--- src/rtl/mem_arbiter.sv ---
// mem_arbiter: shares one single-port unified memory between the instruction
// fetch port and the data (load/store) port.
// - Each granted request is latched into the m* registers and driven to memory
//   with a req/ack handshake.
// - Read data comes back with a one-cycle ready pulse on the granted port.
// - Ties alternate between the ports, and an optional watchdog aborts accesses
//   that the memory never acknowledges.
module mem_arbiter #(
   parameter int ADDR_W  = 32,
   parameter int DATA_W  = 32,
   parameter int TIMEOUT = 64
) (
   input  logic              clk,
   input  logic              rst,
   input  logic              ifReq,
   input  logic [ADDR_W-1:0] ifAddr,
   output logic [DATA_W-1:0] ifRdata,
   output logic              ifReady,
   input  logic              dReq,
   input  logic              dWrite,
   input  logic [ADDR_W-1:0] dAddr,
   input  logic [DATA_W-1:0] dWdata,
   input  logic [1:0]        dMode,
   output logic [DATA_W-1:0] dRdata,
   output logic              dReady,
   output logic              err,
   output logic              mReq,
   output logic              mWrite,
   output logic [ADDR_W-1:0] mAddr,
   output logic [DATA_W-1:0] mWdata,
   output logic [1:0]        mMode,
   input  logic [DATA_W-1:0] mRdata,
   input  logic              mAck,
   output logic              stall
);

   typedef enum logic [1:0] {
      IDLE = 2'b00,
      BUSY = 2'b01,
      RESP = 2'b10
   } state_t;

   localparam logic       GRANT_IF  = 1'b0;
   localparam logic       GRANT_D   = 1'b1;
   localparam logic [1:0] MODE_WORD = 2'b10;
   // The counter only has to reach TIMEOUT-1: the expiring cycle is the one
   // in which the count already equals TIMEOUT-1 and no ack arrives.
   localparam int               CNT_W   = (TIMEOUT > 2) ? $clog2(TIMEOUT) : 1;
   localparam logic [CNT_W-1:0] WD_LAST = CNT_W'((TIMEOUT > 0) ? (TIMEOUT - 1) : 0);
   localparam logic             WD_EN   = (TIMEOUT > 0);

   state_t            state, state_n;
   logic              grant, grant_n;
   logic              last_grant, last_grant_n;
   logic [CNT_W-1:0]  wd_cnt, wd_cnt_n;
   logic              m_req_n, m_write_n;
   logic [ADDR_W-1:0] m_addr_n;
   logic [DATA_W-1:0] m_wdata_n;
   logic [1:0]        m_mode_n;
   logic [DATA_W-1:0] if_rdata_n, d_rdata_n;
   logic              if_ready_n, d_ready_n, err_n;

   // State and every registered output; reset abandons any access in flight.
   always_ff @(posedge clk or posedge rst) begin
      if (rst) begin
         state      <= IDLE;
         grant      <= GRANT_IF;
         last_grant <= GRANT_IF;
         wd_cnt     <= {CNT_W{1'b0}};
         mReq       <= 1'b0;
         mWrite     <= 1'b0;
         mAddr      <= {ADDR_W{1'b0}};
         mWdata     <= {DATA_W{1'b0}};
         mMode      <= 2'b00;
         ifRdata    <= {DATA_W{1'b0}};
         dRdata     <= {DATA_W{1'b0}};
         ifReady    <= 1'b0;
         dReady     <= 1'b0;
         err        <= 1'b0;
      end else begin
         state      <= state_n;
         grant      <= grant_n;
         last_grant <= last_grant_n;
         wd_cnt     <= wd_cnt_n;
         mReq       <= m_req_n;
         mWrite     <= m_write_n;
         mAddr      <= m_addr_n;
         mWdata     <= m_wdata_n;
         mMode      <= m_mode_n;
         ifRdata    <= if_rdata_n;
         dRdata     <= d_rdata_n;
         ifReady    <= if_ready_n;
         dReady     <= d_ready_n;
         err        <= err_n;
      end
   end

   // Arbitration, handshake and watchdog: next state and next output values.
   always_comb begin
      state_n      = state;
      grant_n      = grant;
      last_grant_n = last_grant;
      wd_cnt_n     = wd_cnt;
      m_req_n      = mReq;
      m_write_n    = mWrite;
      m_addr_n     = mAddr;
      m_wdata_n    = mWdata;
      m_mode_n     = mMode;
      if_rdata_n   = ifRdata;
      d_rdata_n    = dRdata;
      if_ready_n   = 1'b0;
      d_ready_n    = 1'b0;
      err_n        = 1'b0;

      case (state)
         IDLE: begin
            // Data wins when it is alone, or on a tie when IF was served last.
            if (dReq && (!ifReq || (last_grant == GRANT_IF))) begin
               state_n      = BUSY;
               grant_n      = GRANT_D;
               last_grant_n = GRANT_D;
               wd_cnt_n     = {CNT_W{1'b0}};
               m_req_n      = 1'b1;
               m_write_n    = dWrite;
               m_addr_n     = dAddr;
               m_wdata_n    = dWdata;
               m_mode_n     = dMode;
            end else if (ifReq) begin
               state_n      = BUSY;
               grant_n      = GRANT_IF;
               last_grant_n = GRANT_IF;
               wd_cnt_n     = {CNT_W{1'b0}};
               m_req_n      = 1'b1;
               m_write_n    = 1'b0;
               m_addr_n     = ifAddr;
               m_wdata_n    = {DATA_W{1'b0}};
               m_mode_n     = MODE_WORD;
            end else begin
               state_n = IDLE;
            end
         end

         BUSY: begin
            // An ack in the expiry cycle takes priority over the timeout.
            if (mAck) begin
               state_n = RESP;
               m_req_n = 1'b0;
               if (grant == GRANT_D) begin
                  d_rdata_n = mRdata;
                  d_ready_n = 1'b1;
               end else begin
                  if_rdata_n = mRdata;
                  if_ready_n = 1'b1;
               end
            end else if (WD_EN && (wd_cnt == WD_LAST)) begin
               state_n = RESP;
               m_req_n = 1'b0;
               err_n   = 1'b1;
               if (grant == GRANT_D) begin
                  d_rdata_n = {DATA_W{1'b0}};
                  d_ready_n = 1'b1;
               end else begin
                  if_rdata_n = {DATA_W{1'b0}};
                  if_ready_n = 1'b1;
               end
            end else if (WD_EN) begin
               wd_cnt_n = wd_cnt + CNT_W'(1);
            end else begin
               wd_cnt_n = wd_cnt;
            end
         end

         RESP: begin
            // Ready is visible this cycle; requests are looked at again in IDLE.
            state_n = IDLE;
         end

         default: begin
            state_n = IDLE;
            m_req_n = 1'b0;
         end
      endcase
   end

   // Freeze the pipeline while any port has a request that has not completed.
   always_comb begin
      stall = (ifReq & ~ifReady) | (dReq & ~dReady);
   end

endmodule

--- config.mk ---
export PLATFORM = sky130hd
export DESIGN_NAME = mem_arbiter
export DESIGN_NICKNAME = d
export VERILOG_FILES = /design/src/rtl/mem_arbiter.sv
export SDC_FILE = /design/constraint.sdc
export NUM_CORES = 1
export LEC_CHECK = 0
export BUFFER_PORTS_ARGS = -buffer_cell sky130_fd_sc_hd__buf_2
export CAP_MARGIN = 0
export CORE_UTILIZATION = 42
export CTS_CLUSTER_DIAMETER = 100
export DETAILED_ROUTE_END_ITERATION = 8
export PLACE_DENSITY = 0.8
export SYNTH_ARGS = -nofsm -noshare
export SYNTH_HDL_FRONTEND = slang
export SYNTH_SLANG_ARGS = --single-unit
--- constraint.sdc ---
create_clock -name clk -period 3.8 [get_ports clk]
set_clock_uncertainty 0.2 [all_clocks]
set_input_delay 0 -clock clk [delete_from_list [all_inputs] [get_ports clk]]
set_output_delay 0 -clock clk [all_outputs]
set_load 0.02 [all_outputs]
==> flow_summary.toml <==
[outcome]
status = "completed"

[yosys]
syn_area_mm2 = 0.005592
synthArstFlopShare_pct = 100.0
synthCells = 429
synth_edf_count = 0
synth-main-ff-cell = "dfrtp_1"
yosys_register_bits = 144
synth_top_area_share_pct = 64.44
synth_warnings = 0
syn_nets = 566
yosys.area.top_type = "dfrtp_1"
avgSynthCellArea_um2 = 13.03
yosysSeqAreaShare_pct = 64.44
synth_cell_type_count = 36
synth_area_leaders = "dfrtp_1 64%, a22o_1 15%, mux2i_1 5.9%"

[cts]
postCtsHoldBufs = 136
tritoncts = "done"
cts_root_buf = "clkbuf_16"
post-cts-setup-buffers = 0
clkSinkCount = 144
clk_pin_slew_worst_paths_ns = 0.06
htree_num_levels = 4
cts.path.max_buffers = 2
cts_buffers = 17
cts_resized = 0
clkLatencyLatePin_ns = 0.41

[timing]
fmax_mhz = 369.8
drv_slew = 0
slew-limit-headroom_pct = 13.72
rsz0062_at_grt = "no"
fin_crit_sh_pct = 71.15
tightest_slew_ns = 1.290
finalSetupViolCount = 0
finalCriticalPeriod_ns = 2.704
fin_tns_setup_ns = 0
hold_viol_final = 0

[setup_path]
r2r_cells = 6
critical_path_required_ns = 3.89
crit_path_end_kind = "flop"
reg2reg_from = "last_grant"
crit_start = "last_grant"
cp_max_fo = 36
r2r_slack_ns = 1.10
crit_type = "flop to flop"
cp-start-kind = "flop"
arrival_ns = 2.80

[route]
drc = 0
viasPerCell = 5.247
ant_nets = 0
wl_per_cell_um = 17.74
vias = 5315
routed_wl_um = 17970
first_pass_iters = 5
dr.first_iter.drc_count = 313

[die]
start_util_pct = 43.60
dieArea_mm2 = 0.01378
fp.dieH_um = 117.4
core_area_mm2 = 0.01282
rows = 41
io_pins = 272
die_w_um = 117.4

[worst_hold_path]
hold_path_depth = 4
hp-start = "ifReq"
min-delay-path-class = "input pin to flop"

[global_route]
grt_start_max_net_pins = 92
antenna_found_initial = 0
met2_usage_pct = 45.56
grt_first_pass_wirelength_um = 29010
top_usage_layer = "met2"
grt_usage_pct = 26.86
grt-ovfl-total = 0
use_met1_pct = 31.71
grt_pass1_vias = 5678
grtUsageMet3_pct = 6.712

[cells_and_area]
drive_above_1_share_pct = 37.46
multi_input_area_mm2 = 0.001814
area_growth_pct = 60.82
postLayoutCoreUtil_pct = 70.12
nets = 966
num_antenna_cells = 0
fillCellCount = 858
register_area_mm2 = 0.003603

[placement]
port_buffers = 271
gp_congestion = 0.8361
dpl.hpwl_um = 9942

[power]
ir_drop_uv = 457.1
pwr_density_cell_mw_per_mm2 = 814.7
power.leakage_nw = 4.636

[job]
drv_cap = 0
cells by family (layout without fill, tap and decap cells):
| logic type | after synthesis | in the layout | synth area share [%] |
|---|---|---|---|
| muxes | 33 | 33 | 5.907 |
| AOI/OAI and AO/OA | 152 | 152 | 20.88 |
| adders and majority gates | 1 | 1 | 0.2237 |
| buffers and inverters | 39 | 451 | 3.558 |
| and+or+nand+nor | 60 | 60 | 4.990 |
| DFF | 144 | 144 | 64.44 |
report_power, final:
part           leakage, nW  total [mW]  internal, mW  switching (mW)
combinational         2.55        3.07          1.21            1.86
sequential            1.82        2.66          2.22           0.443
clock                0.262        1.59         0.911           0.677
worst paths after layout:
kind                              to
hold / removal                  mReq
setup / recovery            mMode[1]
max in group asynchronous  mAddr[16]
hold reg to reg             mAddr[5]
min in group asynchronous  mWdata[6]
setup reg to reg            mMode[1]
state kept, by name, indices dropped and copies added, names as in the netlist:
| register | flops |
|---|---|
| dRdata | 32 |
| ifRdata | 32 |
| mAddr | 32 |
| mWdata | 32 |
| wd_cnt | 6 |
| mMode | 2 |
| state | 2 |
| dReady | 1 |
| err | 1 |
| ifReady | 1 |
| last_grant | 1 |
| mReq | 1 |
| mWrite | 1 |
stage by stage:
step	instances	total power [mW]	area [um^2]	setup slack, ns	hold slack, ns
2_1_floorplan	429	4.469	5595	1.795	-0.1273
3_3_place_gp	846	5.394	7073	1.421	0.02038
3_5_place_dp	846	5.505	7073	1.283	0.02115
4_1_cts	1013	7.269	8992	1.123	0.03496
5_1_grt	1013	7.691	8992	0.9692	0.07923
6_report	1013	7.326	8992	1.096	0.05161
layout make-up:
type,instances,area share (%)
well taps,172,2.393
flip-flops and latches,144,40.07
multi-input cells,246,20.18
repair buffers,412,30.78
clock inverters,13,1.433
clock buffers,18,4.773
inverters,8,0.3757
synth_stat cells (3+ instances only):
cell	number
dfrtp_1	144
a22o_1	98
o21ai_0	39
nand2_1	36
mux2i_1	33
buf_2	21
inv_1	8
clkbuf_1	6
nand3_1	6
nor2_1	5
buf_6	3
layer usage:
layer	wire length (um)	vias to the layer above
li1	-	2384
met5	0	-
met3	1264	57
met1	7158	2583
met2	8912	291
met4	635	0
critical path, stage by stage (launching register included):
cell and delay, ns:
dfrtp_1 0.49, a21oi_4 0.18, buf_4 0.47, and2_1 0.20
buf_4 0.34, a21oi_1 0.13, dlygate4sd3_1 0.56
cell usage in the layout, fill, tap and decap left out, types with 2 or more instances in the layout:
| cell | synthesis | layout |
|---|---|---|
| buf_4 | 1 | 4 |
| o21ai_0 | 39 | 39 |
| nand2_1 | 36 | 36 |
| nand3_1 | 6 | 6 |
| nand3_2 | 2 | 2 |
| a21oi_1 | 2 | 2 |
| nor2_1 | 5 | 5 |
| buf_2 | 21 | 271 |
| a22o_1 | 98 | 98 |
| inv_6 | 0 | 5 |
| mux2i_1 | 33 | 33 |
| clkbuf_16 | 0 | 17 |
| nor3_1 | 2 | 2 |
| o22ai_1 | 2 | 2 |
| dfrtp_1 | 144 | 144 |
| and2_1 | 2 | 2 |
| dlygate4sd3_1 | 0 | 136 |
| inv_1 | 8 | 7 |
| clkinvlp_4 | 0 | 5 |
No activity file was read; power rests on OpenSTA's default activity.
